[src/rtl/regwb_pkg.sv]
// Shared types and constants for the register-file writeback arbiter.
// Entries carry a destination register and the data to be written there.
package regwb_pkg;
    localparam int REG_W  = 5;
    localparam int DATA_W = 32;
    localparam logic [REG_W-1:0] REG_ZERO = '0;

    typedef struct packed {
        logic [REG_W-1:0]  dest;
        logic [DATA_W-1:0] data;
    } wb_entry_t;

    function automatic logic [31:0] reg_onehot(input logic [REG_W-1:0] r);
        return 32'd1 << r;
    endfunction
endpackage

[src/rtl/regwb_arb_if.sv]
// Bundle of pipeline/multicycle inputs and register-file write port outputs.
// mc handshake: a transfer happens on a rising clk edge where mc_valid && mc_ready; no other signal gates it.
interface regwb_arb_if;
    import regwb_pkg::*;

    logic              pipe_valid;
    logic [REG_W-1:0]  pipe_reg;
    logic [DATA_W-1:0] pipe_data;
    logic              mc_valid;
    logic              mc_ready;
    logic [REG_W-1:0]  mc_reg;
    logic [DATA_W-1:0] mc_data;
    logic              regwrite;
    logic [REG_W-1:0]  wrreg;
    logic [DATA_W-1:0] wrdata;
    logic [31:0]       pend_mask;
    logic              stall_req;

    // master: the arbiter itself; slave: the pipeline / mul-div / regfile side
    modport master (
        input  pipe_valid, pipe_reg, pipe_data, mc_valid, mc_reg, mc_data,
        output mc_ready, regwrite, wrreg, wrdata, pend_mask, stall_req
    );
    modport slave (
        output pipe_valid, pipe_reg, pipe_data, mc_valid, mc_reg, mc_data,
        input  mc_ready, regwrite, wrreg, wrdata, pend_mask, stall_req
    );
endinterface

[src/rtl/regwb_fifo.sv]
// Small FIFO of pending multicycle writebacks; exposes per-entry valid bits and
// destinations so the top can build the pending-register mask.
module regwb_fifo
    import regwb_pkg::*;
#(
    parameter int DEPTH = 2
) (
    input  logic                          clk,
    input  logic                          rst_n,
    input  logic                          push,
    input  wb_entry_t                     push_entry,
    input  logic                          pop,
    output wb_entry_t                     head,
    output logic [$clog2(DEPTH):0]        count,
    output logic                          full,
    output logic                          empty,
    output logic [DEPTH-1:0]              valid,
    output logic [DEPTH-1:0][REG_W-1:0]   dests
);
    localparam int PW = $clog2(DEPTH);
    localparam int CW = PW + 1;

    wb_entry_t         mem [DEPTH];
    logic [PW-1:0]     wr_ptr;
    logic [PW-1:0]     rd_ptr;
    logic              do_push;
    logic              do_pop;

    assign full    = (count == CW'(DEPTH));
    assign empty   = (count == '0);
    assign do_push = push && !full;
    assign do_pop  = pop && !empty;
    assign head    = mem[rd_ptr];

    always_comb begin
        for (int i = 0; i < DEPTH; i++) begin
            dests[i] = mem[i].dest;
        end
    end

    always_ff @(posedge clk) begin
        if (do_push) begin
            mem[wr_ptr] <= push_entry;
        end
    end

    // Pointers wrap naturally since DEPTH is a power of two.
    always_ff @(posedge clk) begin
        if (!rst_n) begin
            wr_ptr <= '0;
            rd_ptr <= '0;
            count  <= '0;
            valid  <= '0;
        end else begin
            if (do_push) begin
                valid[wr_ptr] <= 1'b1;
                wr_ptr        <= wr_ptr + PW'(1);
            end
            if (do_pop) begin
                valid[rd_ptr] <= 1'b0;
                rd_ptr        <= rd_ptr + PW'(1);
            end
            if (do_push && !do_pop) begin
                count <= count + CW'(1);
            end else if (do_pop && !do_push) begin
                count <= count - CW'(1);
            end
        end
    end
endmodule

[src/rtl/regwb_arb.sv]
// Register-file write port arbiter: pipeline writes win, buffered multicycle
// results drain into idle slots, and a starvation counter requests a bubble.
module regwb_arb
    import regwb_pkg::*;
#(
    parameter int DEPTH      = 2,
    parameter int STARVE_MAX = 4
) (
    input  logic         clk,
    input  logic         rst_n,
    regwb_arb_if.master  bus
);
    localparam int CW = $clog2(DEPTH) + 1;
    localparam int SW = $clog2(STARVE_MAX + 1);

    wb_entry_t                   push_entry;
    wb_entry_t                   head;
    logic [CW-1:0]               count;
    logic                        full;
    logic                        empty;
    logic [DEPTH-1:0]            valid;
    logic [DEPTH-1:0][REG_W-1:0] dests;
    logic                        pipe_win;
    logic                        push;
    logic                        pop;
    logic [SW-1:0]               starve_cnt;
    logic [SW-1:0]               starve_next;

    assign bus.mc_ready = rst_n && !full;
    assign pipe_win     = bus.pipe_valid && (bus.pipe_reg != REG_ZERO);
    // $zero results complete the handshake but never occupy a slot.
    assign push         = bus.mc_valid && bus.mc_ready && (bus.mc_reg != REG_ZERO);
    assign pop          = rst_n && !pipe_win && !empty;
    assign push_entry   = '{dest: bus.mc_reg, data: bus.mc_data};

    regwb_fifo #(.DEPTH(DEPTH)) u_fifo (
        .clk        (clk),
        .rst_n      (rst_n),
        .push       (push),
        .push_entry (push_entry),
        .pop        (pop),
        .head       (head),
        .count      (count),
        .full       (full),
        .empty      (empty),
        .valid      (valid),
        .dests      (dests)
    );

    always_comb begin
        bus.pend_mask = '0;
        for (int i = 0; i < DEPTH; i++) begin
            if (valid[i]) begin
                bus.pend_mask = bus.pend_mask | reg_onehot(dests[i]);
            end
        end
        bus.pend_mask[0] = 1'b0;
    end

    always_comb begin
        starve_next = starve_cnt;
        if (empty || pop) begin
            starve_next = '0;
        end else if (pipe_win && (starve_cnt != SW'(STARVE_MAX))) begin
            starve_next = starve_cnt + SW'(1);
        end
    end

    always_ff @(posedge clk) begin
        if (!rst_n) begin
            starve_cnt    <= '0;
            bus.stall_req <= 1'b0;
        end else begin
            starve_cnt    <= starve_next;
            bus.stall_req <= (starve_next == SW'(STARVE_MAX));
        end
    end

    // Write address/data hold their last value on idle slots.
    always_ff @(posedge clk) begin
        if (!rst_n) begin
            bus.regwrite <= 1'b0;
            bus.wrreg    <= '0;
            bus.wrdata   <= '0;
        end else if (pipe_win) begin
            bus.regwrite <= 1'b1;
            bus.wrreg    <= bus.pipe_reg;
            bus.wrdata   <= bus.pipe_data;
        end else if (pop) begin
            bus.regwrite <= 1'b1;
            bus.wrreg    <= head.dest;
            bus.wrdata   <= head.data;
        end else begin
            bus.regwrite <= 1'b0;
        end
    end
endmodule

[src/flat_wrapper.sv]
// flat-port wrapper written by rule: the top's interface ports become plain ports
module regwb_arb_flat import regwb_pkg::*;
#(
    parameter int DEPTH      = 2,
    parameter int STARVE_MAX = 4
)
  (clk, rst_n, bus_pipe_valid, bus_pipe_reg, bus_pipe_data, bus_mc_valid, bus_mc_reg, bus_mc_data, bus_mc_ready, bus_regwrite, bus_wrreg, bus_wrdata, bus_pend_mask, bus_stall_req);
  regwb_arb_if bus_i ();
  input  logic clk;
  input  logic rst_n;
  input wire logic [$bits(bus_i.pipe_valid)-1:0] bus_pipe_valid;
  input wire logic [$bits(bus_i.pipe_reg)-1:0] bus_pipe_reg;
  input wire logic [$bits(bus_i.pipe_data)-1:0] bus_pipe_data;
  input wire logic [$bits(bus_i.mc_valid)-1:0] bus_mc_valid;
  input wire logic [$bits(bus_i.mc_reg)-1:0] bus_mc_reg;
  input wire logic [$bits(bus_i.mc_data)-1:0] bus_mc_data;
  output wire logic [$bits(bus_i.mc_ready)-1:0] bus_mc_ready;
  output wire logic [$bits(bus_i.regwrite)-1:0] bus_regwrite;
  output wire logic [$bits(bus_i.wrreg)-1:0] bus_wrreg;
  output wire logic [$bits(bus_i.wrdata)-1:0] bus_wrdata;
  output wire logic [$bits(bus_i.pend_mask)-1:0] bus_pend_mask;
  output wire logic [$bits(bus_i.stall_req)-1:0] bus_stall_req;
  assign bus_i.pipe_valid = bus_pipe_valid;
  assign bus_i.pipe_reg = bus_pipe_reg;
  assign bus_i.pipe_data = bus_pipe_data;
  assign bus_i.mc_valid = bus_mc_valid;
  assign bus_i.mc_reg = bus_mc_reg;
  assign bus_i.mc_data = bus_mc_data;
  assign bus_mc_ready = bus_i.mc_ready;
  assign bus_regwrite = bus_i.regwrite;
  assign bus_wrreg = bus_i.wrreg;
  assign bus_wrdata = bus_i.wrdata;
  assign bus_pend_mask = bus_i.pend_mask;
  assign bus_stall_req = bus_i.stall_req;
  regwb_arb #(.DEPTH(DEPTH), .STARVE_MAX(STARVE_MAX)) u_core (.clk(clk), .rst_n(rst_n), .bus(bus_i));
endmodule
[config.mk]
export PLATFORM = sky130hd
export DESIGN_NAME = regwb_arb_flat
export DESIGN_NICKNAME = d
export VERILOG_FILES = /design/src/rtl/regwb_pkg.sv /design/src/rtl/regwb_arb_if.sv /design/src/rtl/regwb_fifo.sv /design/src/rtl/regwb_arb.sv /design/src/flat_wrapper.sv
export SDC_FILE = /design/constraint.sdc
export NUM_CORES = 1
export LEC_CHECK = 0
export BUFFER_PORTS_ARGS = -buffer_cell sky130_fd_sc_hd__buf_4
export CAP_MARGIN = 30
export CORE_UTILIZATION = 41
export DETAILED_ROUTE_END_ITERATION = 12
export GPL_TIMING_DRIVEN = 0
export HOLD_SLACK_MARGIN = 0.06
export PLACE_DENSITY_LB_ADDON = 0.3
export SLEW_MARGIN = 0
export SYNTH_ARGS = -nofsm -noshare
export SYNTH_HDL_FRONTEND = slang
export SYNTH_HIERARCHICAL = 1
export SYNTH_SLANG_ARGS = --single-unit
[constraint.sdc]
create_clock -name clk -period 5.3 [get_ports clk]
set_clock_uncertainty 0.2 [all_clocks]
set_input_delay 1.325 -clock clk [delete_from_list [all_inputs] [get_ports clk]]
set_output_delay 1.325 -clock clk [all_outputs]
set_load 0.1 [all_outputs]
After elaboration in Yosys (flattened, before gate mapping)
Memory sizes are Yosys's and may differ from the RTL's. A register that Yosys moved wholly into a read port is not among the register bits.
Index checks and enable logic that the tools add are counted.
- register bits: 48
- bits in writable memories: 74
- bits of input ports: 78
- output and inout port bits: 72
- memories kept: 1
- memory list (name ; depth ; width ; read ports ; clocked after Yosys merged registers in ; wr ports ; RTL line ; RTL):
    u_core.u_fifo.mem ; 2 ; 37 ; 3 ; 1 ; 1 ; regwb_fifo.sv:23 ; wb_entry_t mem [DEPTH];
- add/sub/neg operators: 5
- $lt $le $gt $ge: 4
- equal/unequal tests: 3
- shift-type cells: 2
- multiplexer cells: 23
- bitwise operators: 4
- reductions and logical operators: 24
- operator list (cell ; count):
    2-to-1 mux 32 bit ; 4
    left shift 1 x 5 -> 32 bit, first input constant ; 2
    bitwise OR 32 bit ; 1
    logical AND 1 bit ; 13
    2-to-1 mux 2 bit ; 5
    2-to-1 mux 5 bit ; 2
    nonzero test 5 bit ; 2
    2-to-1 mux 1 bit ; 8
    2-to-1 mux 3 bit ; 2
    logical NOT 1 bit ; 5
    < comparator 1 x 2 -> 1 bit, second input constant ; 2
    nonzero test 2 bit ; 2
    adder 3 x 1 -> 3 bit, second input constant ; 1
    equality test 3 bit, second input constant ; 1
    != test 3 bit, second input constant ; 1
    adder 1 bit, second input constant ; 2
    adder 2 x 1 -> 2 bit, second input constant ; 1
    bitwise AND 2 bit ; 1
    demux 1 bit (select 1 bit) ; 2
    equality test 2 bit, second input constant ; 1
    >= comparator 1 bit, second input constant ; 2
    logical NOT 2 bit ; 1
    NOT 2 bit ; 1
    bitwise OR 2 bit ; 1
    other kinds (2) ; 2

Logic depth before layout (Yosys ltp)
Gate-level depths: netlist of run 1.
- depth after elaboration: 10
- depth in mapped cells: 10
- depth with buffers taken out: 10

By module
Netlist of run 1, hierarchy kept.
- modules (own cells, without submodules) (module ; instances ; cells an instance ; area an instance (um^2)):
    regwb_fifo ; 1 ; 154 ; 3056.7
    regwb_arb ; 1 ; 304 ; 2513.7

Least setup slack after synthesis of run 1
OpenSTA, ideal clock, no wires.
- path kind: input-to-reg
- start: input rst_n
- end: register u_core.u_fifo.valid[0]
- arrival time: 4789 ps
- required time: 5036 ps
- setup slack: 247 ps
- stages: 6
- path buffers: 1
- cells stage by stage: clkbuf_1 > nor2b_1 > nand2_1 > a21oi_1 > nor3b_4 > o221a_1
- word-level cells in the longest chain between the ends: 8
- elaborated cells on any way between the ends: 11
- classes of those cells: mux (3); bitwise (1); reduce/logical (7)
- RTL lines (what ; RTL line ; RTL):
    start, declared ; flat_wrapper.sv:10 ; input logic rst_n;
    logical AND 1 bit * ; regwb_arb.sv:29 ; assign bus.mc_ready = rst_n && !full;
    via bus_mc_ready ; flat_wrapper.sv:17 ; output wire logic [$bits(bus_i.mc_ready)-1:0] bus_mc_ready;
    logical AND 1 bit * (2 in series) ; regwb_arb.sv:32 ; assign push = bus.mc_valid && bus.mc_ready && (bus.mc_reg != REG_ZERO);
    via u_core.push ; regwb_arb.sv:24 ; logic push;
    logical AND 1 bit * ; regwb_fifo.sv:31 ; assign do_push = push && !full;
    2-to-1 mux 2 bit * ; regwb_fifo.sv:55 ; if (do_push) begin
    2-to-1 mux 2 bit * ; regwb_fifo.sv:49 ; if (!rst_n) begin
    bitwise AND 2 bit (no source line) ; n/a ;
    2-to-1 mux 2 bit * ; regwb_fifo.sv:59 ; if (do_pop) begin
    end signal, assigned ; regwb_fifo.sv:53 ; valid <= '0;
    end signal, assigned by index ; regwb_fifo.sv:56 ; valid[wr_ptr] <= 1'b1;
    end signal, assigned by index ; regwb_fifo.sv:60 ; valid[rd_ptr] <= 1'b0;
    end, declared ; regwb_fifo.sv:17 ; output logic [DEPTH-1:0] valid,
Mark *: on every way through the listed nets, which the timed path passes. The rest lies on a longest branch. The select of a mux whose other input is x is not followed.
A chain may end at the register's enable or synchronous reset.

Worst setup path after layout of run 1
- start: input rst_n
- end: output bus_mc_ready
- word-level cells in the longest chain between the ends: 1
- RTL lines (what ; RTL line):
    logical AND 1 bit ; regwb_arb.sv:29
    end, declared ; flat_wrapper.sv:17
No other way between the ends.

==> results of run 1 <==
## cell type report
| class | instances | area share |
|---|---|---|
| multi-input combinational | 292 | 0.279 |
| tap | 176 | 0.0288 |
| sequential | 123 | 0.419 |
| buffer | 39 | 0.0285 |
| clock buffer | 19 | 0.0566 |
| inverter | 4 | 0.00229 |
| timing repair buffer | 151 | 0.155 |
| clock inverter | 13 | 0.0311 |
## final timing paths
kind	startpoint	to	slack (ps)	cells past startpoint
setup / recovery	rst_n	bus_mc_ready	1230	4
hold / removal	u_core/starve_cnt[1]$_SDFF_PN0_	u_core/starve_cnt[1]$_SDFF_PN0_	360	2
setup reg to reg	u_core/u_fifo/count[1]$_SDFFE_PN0P_	u_core/u_fifo/count[1]$_SDFFE_PN0P_	2370	9
hold reg to reg	u_core/starve_cnt[1]$_SDFF_PN0_	u_core/starve_cnt[1]$_SDFF_PN0_	360	2
## power breakdown
group	internal [mW]	switching (mW)	total, mW
Clock	0.888	0.423	1.31
Combinational	0.228	0.562	0.790
Sequential	1.10	0.0363	1.13
## sequential cells by signal (all words and copies together), names as in the netlist, named ones only
| signal | count |
|---|---|
| u_core/bus.stall_req | 1 |
| u_core/u_fifo/rd_ptr | 1 |
| u_core/u_fifo/valid | 2 |
| u_core/bus.wrdata | 32 |
| u_core/bus.wrreg | 5 |
| u_core/bus.regwrite | 1 |
| u_core/u_fifo/count | 2 |
| u_core/u_fifo/wr_ptr | 1 |
| u_core/starve_cnt | 3 |
| u_core/u_fifo/mem | 74 |
## cell families after synthesis
group | after synthesis | synth area share
buffers and inverters | 43 | 0.0422
multiplexers | 71 | 0.136
adder cells (fa/ha/maj) | 3 | 0.00674
XOR/XNOR | 4 | 0.00629
other | 1 | 0.000673
flip-flops | 123 | 0.575
AND/OR/NAND/NOR | 127 | 0.126
AO/OA/AOI/OAI | 86 | 0.107
## worst register-to-register path, stage by stage, from the launching register on
cell and delay (ps):
dfxtp_1 360, nor2_1 230, buf_2 310, clkbuf_1 500, nand2b_1 290, nor2_1 80
o21ai_2 110, ha_1 300, or3_1 360, a21boi_1 140
## cells in the mapped netlist, types with 8 or more instances
| cell type | instances | area (sq um) |
|---|---|---|
| buf_4 | 11 | 82.6 |
| clkbuf_1 | 17 | 63.8 |
| dfxtp_1 | 49 | 981 |
| edfxtp_1 | 74 | 2220 |
| mux2_1 | 30 | 338 |
| mux2_2 | 8 | 90.1 |
| mux2i_1 | 33 | 330 |
| nand2_1 | 40 | 150 |
| nand2b_1 | 40 | 250 |
| nand3_1 | 11 | 55.1 |
| o211ai_1 | 36 | 270 |
| o21ai_0 | 8 | 40.0 |
| o22ai_1 | 31 | 194 |
## routing by layer
layer	vias up	global-route usage	wire length, um
li1	2035	-	-
met1	2100	0.263	6140
met2	188	0.369	7330
met3	20	0.0681	1150
met4	0	0.0554	150
met5	-	0	0
## per-stage QoR
stage               instance area (sq um)  std cells  hold WS, ps  utilization  worst slack, ps
global route                         7650        817          399        0.578             1180
finish                               7650        817          363        0.578             1230
floorplan                            5570        458          322            -              247
detailed placement                   6980        785          346        0.527             1070
global placement                     6900        782          339        0.521              433
CTS                                  7650        817          358        0.578             1230
==> impl_metrics.py, run 1 <==
metrics = {
    "run_status": {
        "status": "finished, final reports clean",
    },
    "critical_path": {
        "crit_fanout": 12,
        "path_cells": "buf_4 > clkbuf_1 > nor2b_1 > buf_4",
        "cp-end-kind": "primary output",
        "cp.arrival_ps": 2540,
        "criticalPathCategory": "in2out",
        "cpPeakStageDelay_ps": 450,
        "critPathLaunchType": "input pin",
        "path_buf_inv": 3,
        "cpMostUsedCell": "buf_4",
        "crit_family": "buffers and inverters",
        "cp_data_required_time_ps": 3770,
        "cp_slowest_cell": "clkbuf_1",
    },
    "logic_synthesis": {
        "synth_edf_count": 74,
        "syn_area_sq_um": 5570,
        "syn_inst": 458,
        "ys_ff_latch": 123,
        "syn_nets": 539,
        "synth_cell_type_count": 44,
        "synth_area_per_cell_sq_um": 12.2,
        "synth_warnings": 6,
        "synth_flop_cell": "edfxtp_1",
        "yosysSeqAreaShare": 0.575,
        "ys_async_sr_fraction": 0,
    },
    "cts": {
        "clk_pin_slew_worst_paths_ps": 50,
        "cts_sinks": 123,
        "cts_root_buf": "clkbuf_16",
        "post_cts_resized": 0,
        "htreeDepth": 4,
        "postCtsHoldBufs": 0,
        "clockBufferDepth": 2,
        "post_cts_buffers": 0,
        "cts_tree": "built",
        "cts_buffers": 17,
        "insertion_delay_ps": 410,
    },
    "routing": {
        "viasPerCell": 5.32,
        "first_pass_iters": 5,
        "drt-initial-drc-count": 296,
        "via_count": 4343,
        "routed_wl_mm": 14.8,
        "drc": 0,
        "antenna_left": 0,
        "avgRoutedWirePerCell_um": 18.1,
    },
    "placed_design": {
        "routabilityCongestion": 0.806,
        "dpl.hpwl_mm": 10.5,
        "port_buffers": 148,
    },
    "cells_and_area": {
        "final_common_cell": "buf_4",
        "drive_above_1_share": 0.343,
        "final_cell_mix": "159 x buf_4, 74 x edfxtp_1, 49 x dfxtp_1",
        "nets": 709,
        "fillers": 1111,
        "n_antenna_cell": 0,
        "area_growth_pct": 37.3,
        "layout.area.seq_sq_um": 3200,
        "multi_input_area_sq_um": 2130,
    },
    "power_and_ir_drop": {
        "vdd_drop_max_mv": 0.260,
        "power.total_mw": 3.23,
        "power_leakage_nw": 3.10,
        "power_density_nw_per_um2": 423,
    },
    "run": {
        "cap_violations": 0,
    },
    "grt": {
        "grt_pass1_vias": 4403,
        "grtUsageTotal": 0.216,
        "antenna_found_initial": 0,
        "grt_max_degree": 27,
        "grt_overflow_total": 0,
        "grt_pass1_wl_mm": 23.2,
    },
    "die": {
        "die_h_um": 119,
        "core_area_sq_um": 13200,
        "initial_utilization": 0.421,
        "die_w_um": 119,
        "die_area_sq_um": 14100,
        "rows": 42,
        "num_io_pins": 150,
    },
    "sta": {
        "final_max_slew_viol_count": 0,
        "period_share": 0.768,
        "slew_headroom": 0.447,
        "setup_tns_ps": 0,
        "hold_violations": 0,
        "finalSetupViolations": 0,
        "worst_pin_slew_ps": 829,
        "max_freq_mhz": 246,
        "grt_setup_unrepaired": "false",
        "min_period_ps": 4070,
    },
    "worst_hold_path": {
        "hp-class": "reg2reg",
    },
}
Power figures use the tool's default switching activity.
==> run 2: changes to the inputs <==
Clock period 5.3 ns to 3.45 ns, I/O delays scaled along.
==> impl_metrics.py, run 2 (synthesis results as in run 1) <==
metrics = {
    "critical_path": {
        "reg2reg_depth": 9,
        "cp_data_required_time_ps": 2390,
        "crit_fanout": 7,
        "cp.arrival_ps": 2120,
        "critPathLaunchType": "flip-flop",
        "criticalPathCategory": "reg2out",
        "cp-end-kind": "primary output",
    },
    "placed_design": {
        "routabilityCongestion": 0.819,
        "port_buffers": 148,
        "dpl.hpwl_mm": 10.5,
    },
    "die": {
        "initial_utilization": 0.421,
        "rows": 42,
        "die_w_um": 119,
        "num_io_pins": 150,
        "core_area_sq_um": 13200,
        "die_h_um": 119,
        "die_area_sq_um": 14100,
    },
    "routing": {
        "drt-initial-drc-count": 219,
        "first_pass_iters": 5,
        "viasPerCell": 5.26,
        "via_count": 4301,
        "routed_wl_mm": 14.4,
        "avgRoutedWirePerCell_um": 17.6,
        "antenna_left": 0,
        "drc": 0,
    },
    "cts": {
        "htreeDepth": 4,
        "cts_tree": "built",
        "insertion_delay_ps": 410,
        "cts_buffers": 17,
        "cts_root_buf": "clkbuf_16",
        "post_cts_buffers": 0,
        "clk_pin_slew_worst_paths_ps": 50,
        "clockBufferDepth": 2,
        "postCtsHoldBufs": 0,
        "cts_sinks": 123,
        "post_cts_resized": 0,
    },
    "worst_hold_path": {
        "min_path_cells": 2,
        "hp-class": "reg2reg",
    },
    "run": {
        "cap_violations": 0,
    },
    "cells_and_area": {
        "nets": 709,
        "largest_register_ffs": 74,
        "area_growth_pct": 36.8,
        "drive_above_1_share": 0.357,
        "top_register": "u_core/u_fifo/mem",
        "final_common_cell": "buf_4",
        "final_core_util": 0.575,
        "largestRegisters": "u_core/u_fifo/mem (74), u_core/bus.wrdata (32), u_core/bus.wrreg (5)",
        "final_cell_mix": "159 x buf_4, 74 x edfxtp_1, 49 x dfxtp_1",
        "n_antenna_cell": 0,
    },
    "grt": {
        "antenna_found_initial": 0,
        "grt_pass1_wl_mm": 22.6,
        "grt_pass1_vias": 4371,
        "grt_max_degree": 27,
        "grtUsageTotal": 0.211,
        "grt_overflow_total": 0,
    },
    "sta": {
        "period_share": 0.923,
        "worst_pin_slew_ps": 819,
        "max_freq_mhz": 314,
        "setup_tns_ps": 0,
        "finalSetupViolations": 0,
        "hold_violations": 0,
        "grt_setup_unrepaired": "false",
        "min_period_ps": 3180,
        "slew_headroom": 0.454,
        "final_max_slew_viol_count": 0,
    },
    "power_and_ir_drop": {
        "power_density_nw_per_um2": 604,
        "power_leakage_nw": 3.06,
        "vdd_drop_max_mv": 0.322,
    },
    "run_status": {
        "status": "finished, final reports clean",
    },
}
[run 2: cell type report]
class                   instances  area (sq um)
plain buffers                  39           239
clock buffers                  21           440
clock inverters                11           105
fillers                      1147          5620
inverters                       4          17.5
multi-input cells             292          2210
flip-flops and latches        123          3200
well taps                     176           220
repair buffers                151          1190
[run 2: power breakdown]
| part | switching (mW) | internal [mW] | leakage, nW | total [mW] |
|---|---|---|---|---|
| Clock | 0.600 | 1.05 | 0.269 | 1.65 |
| Sequential | 0.0537 | 1.68 | 1.08 | 1.74 |
| Combinational | 0.860 | 0.355 | 1.71 | 1.22 |
| Total | 1.51 | 3.09 | 3.06 | 4.60 |
[run 2: per-layer routing]
| layer | track usage | part of all wire | vias to the layer above |
|---|---|---|---|
| met5 | 0 | 0 | - |
| met4 | 0.0688 | 0.013 | 0 |
| met3 | 0.0642 | 0.065 | 20 |
| met2 | 0.375 | 0.52 | 162 |
| met1 | 0.240 | 0.40 | 2083 |
| li1 | - | - | 2036 |
[run 2: stage by stage]
| stage | hold WS [ps] | instances | power [mW] | cell area [sq um] | setup WS (ps) |
|---|---|---|---|---|---|
| floorplan | 322 | 458 | 2.64 | 5670 | -230 |
| global placement | 336 | 782 | 2.94 | 7000 | -521 |
| detailed placement | 365 | 785 | 2.98 | 7070 | 139 |
| CTS | 374 | 817 | 4.63 | 7620 | 247 |
| global route | 407 | 817 | 4.76 | 7620 | 169 |
| finish | 377 | 817 | 4.60 | 7620 | 267 |
[run 2: critical path: stages (launching register included)]
cell	delay, ps
edfxtp_1	390
buf_4	160
or3b_2	460
clkbuf_1	200
o22ai_1	190
buf_4	320
[run 2: worst paths after layout]
kind	start	slack, ps	endpoint
setup / recovery	u_core/u_fifo/mem[0][36]$_DFFE_PP_	270	bus_pend_mask[3]
hold / removal	u_core/starve_cnt[1]$_SDFF_PN0_	380	u_core/starve_cnt[1]$_SDFF_PN0_
setup reg to reg	u_core/u_fifo/count[1]$_SDFFE_PN0P_	520	u_core/u_fifo/count[1]$_SDFFE_PN0P_
hold reg to reg	u_core/starve_cnt[1]$_SDFF_PN0_	380	u_core/starve_cnt[1]$_SDFF_PN0_
==> run 3: changes to the inputs <==
--- a/config.mk
+++ b/config.mk
@@ -14,2 +14,3 @@
 export PLACE_DENSITY_LB_ADDON = 0.3
+export SETUP_SLACK_MARGIN = 0.5
 export SLEW_MARGIN = 0
--- a/constraint.sdc
+++ b/constraint.sdc
@@ -4,2 +4,2 @@
 set_output_delay 0.8625 -clock clk [all_outputs]
-set_load 0.1 [all_outputs]
+set_load 0.005 [all_outputs]
==> impl_metrics.py, run 3 (synthesis results as in run 1) <==
metrics = {
    "critical_path": {
        "regToRegStartpoint": "u_core/u_fifo/count[0]$_SDFFE_PN0P_",
        "cp-end-kind": "primary output",
        "critPathLaunchType": "flip-flop",
        "cp_slowest_cell": "or3b_2",
        "cp.arrival_ps": 1850,
        "startpoint": "u_core/u_fifo/mem[0][35]$_DFFE_PP_",
        "cp_data_required_time_ps": 2390,
        "path_cells": "buf_4 > or3b_2 > buf_6 > o22ai_1 > buf_4",
        "crit_fanout": 7,
        "criticalPathCategory": "reg2out",
        "cpPeakStageDelay_ps": 440,
        "cpMostUsedCell": "buf_4",
    },
    "routing": {
        "first_pass_iters": 4,
        "avgRoutedWirePerCell_um": 18.0,
        "via_count": 4332,
        "antenna_left": 0,
        "routed_wl_mm": 14.7,
        "viasPerCell": 5.30,
        "drc": 0,
        "drt-initial-drc-count": 314,
    },
    "cells_and_area": {
        "fin_area_sq_um": 7670,
        "fillers": 1118,
        "drive_above_1_share": 0.359,
        "final_cells": 817,
        "largest_register_ffs": 74,
        "area_growth_pct": 37.7,
        "largestRegisters": "u_core/u_fifo/mem (74), u_core/bus.wrdata (32), u_core/bus.wrreg (5)",
        "n_antenna_cell": 0,
        "multi_input_area_sq_um": 2210,
        "final_common_cell": "buf_4",
        "top_register": "u_core/u_fifo/mem",
        "final_cell_mix": "159 x buf_4, 74 x edfxtp_1, 49 x dfxtp_1",
        "layout.area.seq_sq_um": 3200,
        "final_core_util": 0.579,
        "nets": 709,
    },
    "die": {
        "die_w_um": 119,
        "die_h_um": 119,
        "rows": 42,
        "die_area_sq_um": 14100,
        "initial_utilization": 0.421,
        "core_area_sq_um": 13200,
        "num_io_pins": 150,
    },
    "worst_hold_path": {
        "hp-class": "reg2reg",
        "hp-start": "u_core/u_fifo/rd_ptr$_SDFFE_PN0P_",
    },
    "placed_design": {
        "port_buffers": 148,
        "routabilityCongestion": 0.836,
        "dpl.hpwl_mm": 10.6,
        "place_inst": 785,
        "place_area_sq_um": 7030,
        "place_ws_ps": 175,
    },
    "grt": {
        "grtUsageTotal": 0.218,
        "grt_max_degree": 24,
        "antenna_found_initial": 0,
        "grt_overflow_total": 0,
        "grt_pass1_vias": 4528,
        "grt_pass1_wl_mm": 23.2,
    },
    "power_and_ir_drop": {
        "power.total_mw": 4.20,
        "vdd_drop_max_mv": 0.526,
        "power_leakage_nw": 3.08,
        "power_density_nw_per_um2": 548,
    },
    "cts": {
        "clockBufferDepth": 2,
        "htreeDepth": 4,
        "cts_buffers": 17,
        "cts_sinks": 123,
        "cts_root_buf": "clkbuf_16",
        "insertion_delay_ps": 410,
        "clk_pin_slew_worst_paths_ps": 50,
        "cts_tree": "built",
        "post_cts_buffers": 0,
    },
    "sta": {
        "final_max_slew_viol_count": 0,
        "timing.hold.ws_ps": 373,
        "hold_violations": 0,
        "finalSetupViolations": 0,
        "setup_ws_ps": 536,
        "max_freq_mhz": 343,
        "worst_pin_slew_ps": 778,
        "period_share": 0.845,
        "setup_tns_ps": 0,
        "min_period_ps": 2910,
        "slew_headroom": 0.481,
        "grt_setup_unrepaired": "true",
    },
    "run": {
        "cap_violations": 0,
    },
    "run_status": {
        "status": "finished, final reports clean",
    },
}
[run 3: cell types whose count changed in the layout (fill, tap and decap cells not counted), sizes merged]
cell / before / now
buf: 173 / 174
clkinv: 8 / 3
clkinvlp: 1 / 2
bufinv: 2 / 3
clkbuf: 38 / 40
[run 3: final timing paths]
path,end,slack [ps],depth (start not counted)
setup / recovery,bus_pend_mask[2],540,5
hold / removal,u_core/u_fifo/valid[0]$_SDFF_PN0_,370,1
setup reg to reg,u_core/u_fifo/mem[0][14]$_DFFE_PP_,800,8
hold reg to reg,u_core/u_fifo/valid[0]$_SDFF_PN0_,370,1
[run 3: final cells by class]
class / instances / share of cell area
buffer: 39 / 0.0331
clock inverter: 8 / 0.0155
multi-input combinational: 292 / 0.288
timing repair buffer: 151 / 0.155
inverter: 4 / 0.00228
clock buffer: 24 / 0.0602
tap: 176 / 0.0287
sequential: 123 / 0.418
[run 3: per-layer routing]
metal,vias up,share of wire,track usage
met5,-,0,0
met4,0,0.013,0.0886
met3,20,0.075,0.0681
met2,203,0.50,0.373
met1,2075,0.41,0.252
li1,2034,-,-
[run 3: repair_timing]
item                                    4_1_cts  5_1_grt
pin swaps                                     0        0
endpoints found under the setup margin        6       14
resized for setup                             1       16
hold buffers                                  0        0
[run 3: power breakdown]
group / internal [mW] / switching [mW] / total [mW]
combinational: 0.352 / 0.372 / 0.724
clock: 1.15 / 0.588 / 1.74
sequential: 1.68 / 0.0557 / 1.74
[run 3: critical path: cells and delay by family, from the launching register on]
| family | cells | cell delay [ps] |
|---|---|---|
| buffers and inverters | 3 | 450 |
| AND/OR/NAND/NOR | 1 | 440 |
| flip-flops | 1 | 400 |
| AO/OA/AOI/OAI | 1 | 150 |
